`config.mk`:
```
export PLATFORM = sky130hd
export DESIGN_NAME = float_to_fixed_flat
export DESIGN_NICKNAME = d
export VERILOG_FILES = /design/src/rtl/float_to_fixed_pkg.sv /design/src/rtl/float_to_fixed_if.sv /design/src/rtl/float_to_fixed.sv /design/src/flat_wrapper.sv
export SDC_FILE = /design/constraint.sdc
export NUM_CORES = 1
export LEC_CHECK = 0
export ABC_AREA = 1
export BUFFER_PORTS_ARGS = -buffer_cell sky130_fd_sc_hd__buf_2
export CAP_MARGIN = 40
export CORE_MARGIN = 3
export CORE_UTILIZATION = 35
export DETAILED_ROUTE_END_ITERATION = 7
export PLACE_DENSITY = 0.58
export SYNTH_ARGS = -nofsm -noshare
export SYNTH_HDL_FRONTEND = slang
export SYNTH_SLANG_ARGS = --single-unit
```
`constraint.sdc`:
```
create_clock -name clk -period 3.5 [get_ports clk]
set_clock_uncertainty 0.15 [all_clocks]
set_input_delay 0.35 -clock clk [delete_from_list [all_inputs] [get_ports clk]]
set_output_delay 0.35 -clock clk [all_outputs]
set_load 0.05 [all_outputs]
```
`src/rtl/float_to_fixed_pkg.sv`:
```
// flt_fix_pkg: float16 field widths, fixed(8.8) constants and converter states
package flt_fix_pkg;
  localparam int EXP_W = 5;
  localparam int MAN_W = 10;
  localparam int BIAS = 15;
  localparam int FRAC_BITS = 8;
  // Exponent at which the mantissa-with-hidden-bit is already the 8.8 magnitude
  localparam logic [EXP_W-1:0] ZERO_SHIFT_EXP = EXP_W'(BIAS + MAN_W - FRAC_BITS);
  localparam logic [15:0] POS_SAT = 16'h7FFF;
  localparam logic [15:0] NEG_SAT = 16'h8000;
  typedef enum logic [2:0] {IDLE, DECODE, SHIFT, ROUND, DONE} cvt_state_t;
endpackage

```
`src/rtl/float_to_fixed_if.sv`:
```
// float_to_fixed_if: start/done handshake and operand/result bus of the converter
interface float_to_fixed_if;
  logic        start;
  logic [15:0] flt_in;
  logic [15:0] fix_out;
  logic        done;
  logic        busy;
  modport master(output start, flt_in, input fix_out, done, busy);
  modport slave(input start, flt_in, output fix_out, done, busy);
endinterface

```
`src/rtl/float_to_fixed.sv`:
```
// float_to_fixed: multi-cycle float16 to fixed(8.8) converter, one shift per cycle
module float_to_fixed
  import flt_fix_pkg::*;
(
  input logic clk,
  input logic reset,
  float_to_fixed_if.slave bus
);
  cvt_state_t r_state, w_next;
  logic [15:0] r_flt, r_fix, w_res, w_neg;
  logic [16:0] r_mag, w_rnd, w_sat_mag;
  logic [4:0] r_k, w_k, w_e;
  logic [MAN_W-1:0] w_m;
  logic r_guard, r_sticky, r_left, r_neg, w_special, w_nan, w_inc;
  assign w_e = r_flt[MAN_W +: EXP_W];
  assign w_m = r_flt[MAN_W-1:0];
  assign w_nan = (w_e == 5'd31) && (w_m != '0);
  assign w_special = (w_e <= 5'd5) || (w_e >= 5'd23);
  // Specials ride through ROUND with a magnitude that rounds to 0 or saturates
  assign w_sat_mag = (w_e <= 5'd5) ? 17'd0 : 17'h1FFFF;
  assign w_k = (w_e > ZERO_SHIFT_EXP) ? w_e - ZERO_SHIFT_EXP : ZERO_SHIFT_EXP - w_e;
  assign w_inc = r_guard & (r_sticky | r_mag[0]);
  assign w_rnd = r_mag + {16'd0, w_inc};
  assign w_neg = ~w_rnd[15:0] + 16'd1;
  assign w_res = r_neg ? ((w_rnd > 17'd32768) ? NEG_SAT : w_neg)
                       : ((w_rnd > 17'd32767) ? POS_SAT : w_rnd[15:0]);
  always_comb begin
    w_next = r_state;
    case (r_state)
      IDLE, DONE: w_next = bus.start ? DECODE : r_state;
      DECODE:     w_next = (w_special || w_k == 5'd0) ? ROUND : SHIFT;
      SHIFT:      w_next = (r_k == 5'd1) ? ROUND : SHIFT;
      ROUND:      w_next = DONE;
      default:    w_next = IDLE;
    endcase
  end
  always_ff @(posedge clk or negedge reset) begin
    if (!reset) begin
      r_state <= IDLE;
      r_flt <= '0;
      r_fix <= '0;
      r_mag <= '0;
      r_k <= '0;
      r_guard <= 1'b0;
      r_sticky <= 1'b0;
      r_left <= 1'b0;
      r_neg <= 1'b0;
    end else begin
      r_state <= w_next;
      case (r_state)
        IDLE, DONE: if (bus.start) r_flt <= bus.flt_in;
        DECODE: begin
          r_mag <= w_special ? w_sat_mag : {6'd0, 1'b1, w_m};
          r_guard <= 1'b0;
          r_sticky <= 1'b0;
          r_k <= w_k;
          r_left <= w_e > ZERO_SHIFT_EXP;
          r_neg <= r_flt[15] & ~w_nan;
        end
        SHIFT: begin
          r_k <= r_k - 5'd1;
          if (r_left) r_mag <= {r_mag[15:0], 1'b0};
          else begin
            r_sticky <= r_sticky | r_guard;
            r_guard <= r_mag[0];
            r_mag <= {1'b0, r_mag[16:1]};
          end
        end
        ROUND: r_fix <= w_res;
        default: ;
      endcase
    end
  end
  assign bus.fix_out = r_fix;
  assign bus.done = r_state == DONE;
  assign bus.busy = (r_state == DECODE) || (r_state == SHIFT) || (r_state == ROUND);
endmodule

```
`src/flat_wrapper.sv`:
```
// flat-port wrapper written by rule: the top's interface ports become plain ports
module float_to_fixed_flat import flt_fix_pkg::*;
  (clk, reset, bus_start, bus_flt_in, bus_fix_out, bus_done, bus_busy);
  float_to_fixed_if bus_i ();
  input logic clk;
  input logic reset;
  input wire logic [$bits(bus_i.start)-1:0] bus_start;
  input wire logic [$bits(bus_i.flt_in)-1:0] bus_flt_in;
  output wire logic [$bits(bus_i.fix_out)-1:0] bus_fix_out;
  output wire logic [$bits(bus_i.done)-1:0] bus_done;
  output wire logic [$bits(bus_i.busy)-1:0] bus_busy;
  assign bus_i.start = bus_start;
  assign bus_i.flt_in = bus_flt_in;
  assign bus_fix_out = bus_i.fix_out;
  assign bus_done = bus_i.done;
  assign bus_busy = bus_i.busy;
  float_to_fixed u_core (.clk(clk), .reset(reset), .bus(bus_i));
endmodule
```
==> results.yml, run 1 <==
logic_synthesis:
  synthSimpleGateAreaFrac_pct: 35.7
  synth.cell_area_um2: 4290
  syn_nets: 656
  ys_types: 36
  synth_top_family_by_area: "simple AND/OR/NAND/NOR gates"
  synth_compound_area_share_pct: 12.8
  syn_inst: 623
  synth_mux_area_share_pct: 0.525
  synthAdderAreaFrac_pct: 4.08
  seq_area_frac_synth_pct: 35.6
  synth-seq-cells: 61
  yosys.area.top_type_share_pct: 35.6
  synth_area_leaders: "dfrtp_1 (36%), nand2_1 (12%), nor2_1 (8.3%), inv_1 (6.9%), a21oi_1 (5.5%)"
  syn_area_per_cell_um2: 6.88
  yosys_warnings: 0
  synthXorXnorAreaFrac_pct: 2.04
  yosys.area.top_type: "dfrtp_1"
floorplan:
  coreArea_um2: 11700
  die_area_um2: 13600
  die_w_um: 117
  ios: 37
  rows: 39
  start_util_pct: 36.6
  die_h_um: 117
power:
  p_leak_nw: 2.52
  ir_worst_vdd_mv: 0.427
  power_density_nw_per_um2: 1050
finish:
  layout_common_cells: "nand2_1 (141), nor2_1 (95), inv_1 (79), dfrtp_1 (61), a21oi_1 (47)"
  drive_above_1_share_pct: 16.0
  nFillCells: 1240
  layout.nets: 693
  final_common_cell: "nand2_1"
  diodes: 0
  area_growth_pct: 15.0
global_routing:
  antenna_found_initial: 0
  grt_pass1_wl_um: 19000
  grtUsageMet1_pct: 22.2
  grt_overflow_total: 0
  grt_pass1_vias: 4095
  grtUsageTotal_pct: 17.6
  gr-usage-met2_pct: 28.5
  use_met3_pct: 4.61
  grt-busiest-layer: "met2"
  grt_max_degree: 46
worst_setup_path:
  critical_path_class: "flip-flop to flip-flop"
  crit_path_top_delay_cell: "dfrtp_1"
  start_kind: "flip-flop"
  crit_fanout: 11
  cp.required_ns: 3.62
  cp_cell_sequence: "inv_1, a21oi_1, ha_1, ha_1, nand3_1, nor2_2, nand2_1, nand2_2, inv_2, nor2_8, nand3_4, nor2_4, nand2_2, nand2_4, nand2_2, nor2_1, nor2_1, nor2_1"
  crit_arrival_ns: 3.07
  cp-end-kind: "flip-flop"
  critical-path-max-stage-delay_ns: 0.40
sta:
  setup_viol: 0
  clock.fmax_mhz: 339
  max_slew.worst_pin.slew_ns: 0.657
  finalCritPeriodShare_pct: 84.3
  fin_crit_ns: 2.95
  slew_violations: 0
  rsz0062_at_grt: "no"
  worst_slack_ns: 0.550
  hold_slack_ns: 0.0852
  slew_headroom_pct: 56.2
  setup_tns_ns: 0
  hold_violations: 0
outcome:
  status: "finished, final reports clean"
placement:
  place_ws_ns: 0.560
  portBuffers: 36
  dp_hpwl_um: 8100
  gp_congestion: 0.892
clock_network:
  cts_setup_buffers: 0
  htreeDepth: 3
  root_buffer: "clkbuf_16"
  cts_resized: 0
  path_clk_slew_ns: 0.05
  cts_tree: "yes"
  clk_latency_ns: 0.34
  clock_path_buffers: 2
  cts_sinks: 61
  cts_buffers: 9
routing:
  vias: 4037
  ant_nets: 0
  viasPerCell: 5.00
  drt_iter0_markers: 176
  drc_errors: 0
  routedWlPerCell_um: 13.1
  dr.pass1.iters: 4
  routed_wl_um: 10600
run:
  maxCapViolCount: 0
min_path:
  hp-class: "input port to flip-flop"
-- final cells by class --
cell class / instances / area (um^2) / area share (%)
Inverter: 84 / 315 / 6.39
Clock buffer: 11 / 243 / 4.92
Multi-Input combinational cell: 460 / 2370 / 48.0
Clock inverter: 4 / 48.8 / 0.990
Sequential cell: 61 / 1530 / 31.0
Tap cell: 143 / 179 / 3.63
Timing Repair Buffer: 44 / 250 / 5.07
-- worst paths after layout --
kind,start,end,slack [ns],cells after the start
max,u_core.r_mag[0],u_core.bus.fix_out[12],0.55,18
min,bus_flt_in[14],u_core.r_flt[14],0.09,2
max reg2reg,u_core.r_mag[0],u_core.bus.fix_out[12],0.55,18
min reg2reg,u_core.bus.fix_out[0],u_core.bus.fix_out[0],0.34,2
max in group asynchronous,reset,u_core.r_mag[3],1.93,3
min in group asynchronous,reset,u_core.bus.fix_out[12],0.34,2
-- layer usage --
| metal | wire length [um] | up-vias |
|---|---|---|
| li1 | - | 2058 |
| met1 | 5040 | 1887 |
| met2 | 4820 | 69 |
| met3 | 429 | 23 |
| met4 | 284 | 0 |
| met5 | 0 | - |
-- cells by family (layout without fill, tap and decap cells) --
kind of cell | after synthesis | after routing
simple gates | 331 | 331
compound gates | 103 | 103
buf+inv | 102 | 143
flops | 61 | 61
fa+ha+maj | 14 | 14
xor+xnor | 10 | 10
mux | 2 | 2
-- cell usage after synthesis --
cell / instances
o32ai_1: 1
a221oi_1: 1
o221ai_1: 1
buf_2: 1
xor2_1: 9
nor4_1: 1
dfrtp_1: 61
inv_1: 79
buf_6: 2
a211oi_1: 1
nand2_1: 141
nand3_1: 33
nor3b_1: 1
or2_2: 3
o22ai_1: 9
buf_1: 1
nor2_4: 4
nor2_2: 14
mux2_2: 2
a31oi_1: 3
nor2_1: 95
nand2_4: 4
inv_2: 5
nand3_2: 3
nor3_1: 9
nor2_8: 2
o21ai_0: 38
a21oi_1: 47
clkbuf_1: 14
ha_1: 14
nand3_4: 2
nand4_1: 10
o311ai_0: 1
nand2_2: 9
xnor2_1: 1
o21ai_1: 1
-- sequential cells by signal, summed over array words and instances (netlist names) --
signal	count
u_core.r_guard	1
u_core.bus.fix_out	16
u_core.r_k	5
u_core.r_neg	1
u_core.r_state	3
u_core.r_left	1
u_core.r_flt	16
u_core.r_sticky	1
u_core.r_mag	17
-- timing repair --
| action | CTS | global route |
|---|---|---|
| hold endpoints to repair | 16 | 0 |
| endpoints found under the setup margin | 0 | 0 |
| hold buffers | 1 | 0 |
-- stage by stage --
step	cell area (um^2)	total power (W)	cells	util, %
after floorplan	4290	0.00360	623	-
after global placement	4610	0.00425	790	39.4
after detailed placement	4630	0.00431	791	39.5
after CTS	4930	0.00521	807	42.1
after global routing	4930	0.00571	807	42.1
final	4930	0.00517	807	42.1
-- critical path, delay by kind of cell, from the launching register on --
| family | cells | cell delay (ns) |
|---|---|---|
| DFF | 1 | 0.40 |
| and+or+nand+nor | 13 | 1.57 |
| AOI/OAI and AO/OA | 1 | 0.22 |
| adders and majority gates | 2 | 0.37 |
| buffers and inverters | 2 | 0.17 |
-- report_power, final --
group	leakage [nW]	switching (W)	internal, W	total, W
combinational	1.69	0.00203	0.000889	0.00291
clock	0.145	0.000317	0.000564	0.000881
sequential	0.683	0.000323	0.00105	0.00137
No activity file was read; power rests on OpenSTA's default activity.
==> run 2, diff against run 1 <==
Settings changed: ABC_AREA 1 to 0.
Clock period 3.5 ns to 2.8 ns, I/O delays scaled along.
==> run 2 against run 1 <==
  * First-iteration DRC count grew 15%
  * Synthesized cell count down 23%
  * Largest cell class unchanged
  * Fmax is 3.0% lower
  * Critical path depth shrank 7
  * The flow now finishes with violations (setup timing)
  * Sequential cell count unchanged
  * Largest power group unchanged
==> results.yml, run 2 <==
sta:
  slew_violations: 0
  rsz0062_at_grt: "yes"
  slew_headroom_pct: 48.3
  setup_viol: 15
  max_slew.worst_pin.slew_ns: 0.776
  worst_slack_ns: -0.242
  fin_crit_ns: 3.04
  hold_violations: 0
  hold_slack_ns: 0.00982
  finalCritPeriodShare_pct: 109
  clock.fmax_mhz: 329
logic_synthesis:
  syn_area_per_cell_um2: 8.75
  yosys_warnings: 0
  synthSimpleGateAreaFrac_pct: 21.7
  synth_area_leaders: "dfrtp_1 (36%), nor2_1 (4.8%), mux2i_1 (4.3%), ha_1 (4.2%), mux2_2 (3.5%)"
  synth_edf_count: 0
  ys.flop_type: "dfrtp_1"
  synth_compound_area_share_pct: 20.6
  synthXorXnorAreaFrac_pct: 3.95
  synthTopCellsByCount: "dfrtp_1 (61), nor2_1 (54), nand2_1 (36)"
  yosys.area.top_type_share_pct: 36.3
  synth.cell_area_um2: 4210
  synth_top_family_by_area: "simple AND/OR/NAND/NOR gates"
  synthAdderAreaFrac_pct: 4.16
  synth-seq-cells: 61
  syn_inst: 481
  synth_mux_area_share_pct: 7.76
  seq_area_frac_synth_pct: 36.3
  syn_nets: 514
  yosys.area.top_type: "dfrtp_1"
  ys_types: 63
  async_flop_share_pct: 100
  yosysMostFrequentCell: "dfrtp_1"
power:
  p_clk_share_pct: 15.1
  net-switching-power_w: 0.00326
  seq_power_share_pct: 26.1
  power_density_nw_per_um2: 1320
  ir_worst_vdd_mv: 0.636
  p_leak_nw: 2.14
  p_int_w: 0.00366
  p_sw_share_pct: 47.1
  pwr-share-comb_pct: 58.8
finish:
  layout_common_cells: "dfrtp_1 (61), nor2_1 (54), buf_4 (52), nand2_1 (36), buf_2 (36)"
  area_growth_pct: 24.3
  drive_above_1_share_pct: 27.0
  largest_reg_flops: 17
  final_common_cell: "dfrtp_1"
  layout.nets: 583
  diodes: 0
  top_register: "u_core.r_mag"
min_path:
  hp-class: "input port to flip-flop"
  holdPathStages: 3
worst_setup_path:
  crit_arrival_ns: 3.11
  reg2reg_slack_ns: -0.24
  reg2reg_depth: 11
  cp-end-kind: "flip-flop"
  endpoint: "u_core.bus.fix_out[6]"
  worstReg2RegStart: "u_core.r_sticky"
  r2r-end: "u_core.bus.fix_out[6]"
  start_kind: "flip-flop"
  cp.required_ns: 2.86
  crit_start: "u_core.r_sticky"
  crit_fanout: 10
  critical_path_class: "flip-flop to flip-flop"
outcome:
  status: "finished, violations left"
  violations: "setup timing"
floorplan:
  ios: 37
  die_h_um: 116
  die_w_um: 116
  start_util_pct: 36.4
  coreArea_um2: 11600
  rows: 39
  die_area_um2: 13400
global_routing:
  grtUsageTotal_pct: 16.9
  grt_pass1_vias: 3807
  grt_max_degree: 32
  grt_overflow_total: 0
  grt_pass1_wl_um: 18500
  antenna_found_initial: 0
routing:
  ant_nets: 0
  drc_errors: 0
  dr.pass1.iters: 4
  vias: 3788
  drt_iter0_markers: 203
  routed_wl_um: 10700
  routedWlPerCell_um: 15.4
  viasPerCell: 5.43
clock_network:
  root_buffer: "clkbuf_16"
  htreeDepth: 3
  clk_latency_ns: 0.33
  cts_tree: "yes"
  cts_sinks: 61
  clock_path_buffers: 2
  path_clk_slew_ns: 0.05
  cts_buffers: 9
placement:
  dp_hpwl_um: 7950
  portBuffers: 36
  gp_congestion: 0.891
  place_ws_ns: -0.237
run:
  maxCapViolCount: 0
## run 2: cell types whose count changed after synthesis, moves of 17 or more
cell     previous run  this run
a21oi_1            47        21
inv_1              79        17
mux2i_1             0        18
nand2_1           141        36
nand3_1            33        16
nor2_1             95        54
## run 2: worst min path at each step
| stage | slack (ns) | from | endpoint |
|---|---|---|---|
| floorplan | -0.17 | reset | u_core.bus.fix_out[0] |
| global placement | 0.23 | reset | u_core.bus.fix_out[3] |
| detailed placement | 0.24 | reset | u_core.bus.fix_out[4] |
| CTS | 0.002 | bus_flt_in[11] | u_core.r_flt[11] |
| global route | 0.01 | bus_flt_in[11] | u_core.r_flt[11] |
| finish | 0.01 | bus_flt_in[11] | u_core.r_flt[11] |
## run 2: metrics by stage
| step | utilization [%] | setup TNS [ns] | cells | total power [W] | area (um^2) |
|---|---|---|---|---|---|
| floorplan | - | -3.10 | 481 | 0.00464 | 4250 |
| global placement | 41.9 | -1.72 | 677 | 0.00575 | 4850 |
| detailed placement | 41.9 | -2.11 | 677 | 0.00582 | 4850 |
| CTS | 45.0 | -2.38 | 697 | 0.00692 | 5200 |
| global route | 45.2 | -4.60 | 698 | 0.00749 | 5230 |
| finish | 45.2 | -2.30 | 698 | 0.00692 | 5230 |
## run 2: repair_timing
| item | 4_1_cts | 5_1_grt |
|---|---|---|
| hold buffers | 4 | 0 |
| hold endpoints to repair | 33 | 0 |
| gates resized for setup | 5 | 4 |
| buffers inserted | 0 | 1 |
| setup endpoints to repair | 16 | 16 |
| cloned | 0 | 0 |
| pin swaps | 2 | 2 |
## run 2: logic make-up (layout without fill, tap and decap cells)
family,after synthesis,in the layout
and+or+nand+nor,179,179
AOI/OAI and AO/OA,124,124
DFF,61,61
buffers and inverters,53,127
muxes,31,31
xor gates and xnor gates,19,19
adders and majority gates,14,14
## run 2: cell type report
cell class	count	area, um^2
clock buffers	11	253
clock inverters	5	35.0
fillers	1117	6330
inverters	17	63.8
multi-input cells	367	2530
flip-flops and latches	61	1530
well taps	143	179
repair buffers	94	642
## run 2: worst max-delay path, stage by stage, from the launching register on
cell      delay (ns)
dfrtp_1         0.38
o21a_1          0.21
ha_2            0.19
ha_4            0.16
or4b_1          0.52
a2111o_1        0.39
o21ai_2         0.08
nand3_2         0.11
o41ai_4         0.26
buf_6           0.19
a21oi_1         0.07
a311oi_1        0.22
## run 2: power by group through the flow
stage,registers (W),logic [W],clock network [W]
finish,0.00181,0.00407,0.00104
global route,0.00188,0.00451,0.00110
CTS,0.00180,0.00406,0.00107
detailed placement,0.00181,0.00401,0
global placement,0.00179,0.00396,0
floorplan,0.00197,0.00267,0
## run 2: per-layer routing
layer | share of wire (%) | global-route usage, %
met5 | 0 | 0
met4 | 1.0 | 3.71
met3 | 3.6 | 3.60
met2 | 47 | 28.1
met1 | 49 | 22.8
==> run 3, diff against run 2 <==
Settings changed: CORE_MARGIN 3 to unset, CTS_CLUSTER_DIAMETER set to 80, PLACE_DENSITY 0.58 to 0.55.
==> run 3 against run 2 <==
  * The flow finishes with violations (DRC, setup timing)
  * Critical path depth did not move
  * Register-to-register slack barely moved
  * Worst hold slack got worse by 0.00062 ns
==> results.yml, run 3 (synthesized netlist as in run 2, its figures left out) <==
floorplan:
  die_w_um: 112
  die_h_um: 112
  ios: 37
  die_area_um2: 12500
  rows: 39
  coreArea_um2: 11600
  start_util_pct: 36.4
placement:
  gp_congestion: 0.860
  dp_hpwl_um: 8010
  portBuffers: 36
  place_ws_ns: -0.207
global_routing:
  grt_pass1_wl_um: 18400
  use_met3_pct: 3.27
  grt_max_degree: 33
  grt_pass1_vias: 3673
  gr-usage-met2_pct: 29.4
  grtUsageMet1_pct: 24.7
  grtUsageTotal_pct: 18.2
  grt_overflow_total: 0
  grt-busiest-layer: "met2"
  antenna_found_initial: 0
power:
  p_sw_share_pct: 45.6
  power_density_nw_per_um2: 1350
  ir_worst_vdd_mv: 0.541
  p_int_w: 0.00394
  p_clk_share_pct: 17.9
  net-switching-power_w: 0.00331
  p_leak_nw: 2.20
  seq_power_share_pct: 24.4
  pwr-share-comb_pct: 57.7
clock_network:
  cts_tree: "yes"
  cts_sinks: 61
  root_buffer: "clkbuf_16"
  clk_latency_ns: 0.33
  htreeDepth: 3
  path_clk_slew_ns: 0.05
  clock_path_buffers: 2
  cts_buffers: 9
min_path:
  hp-class: "input port to flip-flop"
sta:
  worst_slack_ns: -0.234
  rsz0062_at_grt: "yes"
  setup_tns_ns: -2.40
  slew_headroom_pct: 48.3
  finalCritPeriodShare_pct: 108
  max_slew.worst_pin.slew_ns: 0.775
  clock.fmax_mhz: 330
  setup_viol: 15
  slew_violations: 0
  fin_crit_ns: 3.03
  hold_violations: 0
finish:
  diodes: 0
  layout.nets: 588
  post-route-util_pct: 46.3
  final_common_cell: "dfrtp_1"
  top_register: "u_core.r_mag"
  largest_reg_flops: 17
  drive_above_1_share_pct: 28.7
  layout_common_cells: "dfrtp_1 (61), buf_4 (55), nor2_1 (53), buf_2 (36), nand2_1 (34)"
  area_growth_pct: 27.3
routing:
  vias: 3853
  drc_errors: 11
  dr.pass1.iters: 7
  drt_iter0_markers: 231
  routed_wl_um: 10800
  ant_nets: 0
  viasPerCell: 5.48
  routedWlPerCell_um: 15.3
outcome:
  violations: "DRC, setup timing"
  status: "finished, violations left"
worst_setup_path:
  start_kind: "flip-flop"
  crit_arrival_ns: 3.14
  cp-end-kind: "flip-flop"
  cp.required_ns: 2.91
  critical_path_class: "flip-flop to flip-flop"
  crit_fanout: 5
run:
  maxCapViolCount: 0
-- run 3: worst max-delay path, stage by stage (launching register included) --
cell and delay, ns:
dfrtp_1 0.37, o21a_1 0.21, ha_2 0.19, ha_4 0.16
or4b_1 0.52, a2111o_1 0.40, o21ai_2 0.09, nand3_2 0.11
o41ai_4 0.26, buf_4 0.20, a21bo_1 0.19, a31oi_1 0.11
-- run 3: final timing paths --
| kind | start | slack (ns) | depth (start not counted) | to |
|---|---|---|---|---|
| min in group asynchronous | reset | 0.41 | 2 | u_core.bus.fix_out[2] |
| max | u_core.r_sticky | -0.23 | 11 | u_core.bus.fix_out[11] |
| max reg2reg | u_core.r_sticky | -0.23 | 11 | u_core.bus.fix_out[11] |
| max in group asynchronous | reset | 1.47 | 3 | u_core.r_k[4] |
| min | bus_flt_in[10] | 0.009 | 3 | u_core.r_flt[10] |
| min reg2reg | u_core.r_flt[15] | 0.38 | 1 | u_core.r_flt[15] |
-- run 3: power groups by stage --
stage | registers, W | clock network [W] | logic, W
final | 0.00177 | 0.00130 | 0.00418
after floorplan | 0.00197 | 0 | 0.00267
after detailed placement | 0.00178 | 0 | 0.00404
after CTS | 0.00177 | 0.00133 | 0.00409
after global routing | 0.00184 | 0.00136 | 0.00462
after global placement | 0.00177 | 0 | 0.00401
-- run 3: what timing repair did --
action / 4_1_cts / 5_1_grt
endpoints found under the hold margin: 34 / 0
hold buffers: 4 / 0
setup endpoints to repair: 16 / 16
gates resized for setup: 7 / 13
pin swaps: 3 / 5
setup buffers: 1 / 4
-- run 3: per-layer routing --
metal  up-vias  wire, um  part of all wire (%)
li1       1911         -                     -
met1      1846      5240                    49
met2        85      5000                    46
met3        11       381                   3.5
met4         0       142                   1.3
met5         -         0                     0
-- run 3: area by class of cell --
type	instances	area, um^2
Clock buffer	9	225
Clock inverter	7	121
Fill cell	1094	6200
Inverter	17	63.8
Multi-Input combinational cell	367	2560
Sequential cell	61	1530
Tap cell	143	179
Timing Repair Buffer	99	687
-- run 3: through the flow --
stage | instances | hold WS, ns | total power (W) | area [um^2]
floorplan | 481 | -0.166 | 0.00464 | 4250
global placement | 679 | 0.243 | 0.00578 | 4860
detailed placement | 679 | 0.245 | 0.00582 | 4860
CTS | 699 | 0.00122 | 0.00719 | 5280
global route | 703 | 0.0180 | 0.00782 | 5360
finish | 703 | 0.00920 | 0.00725 | 5360
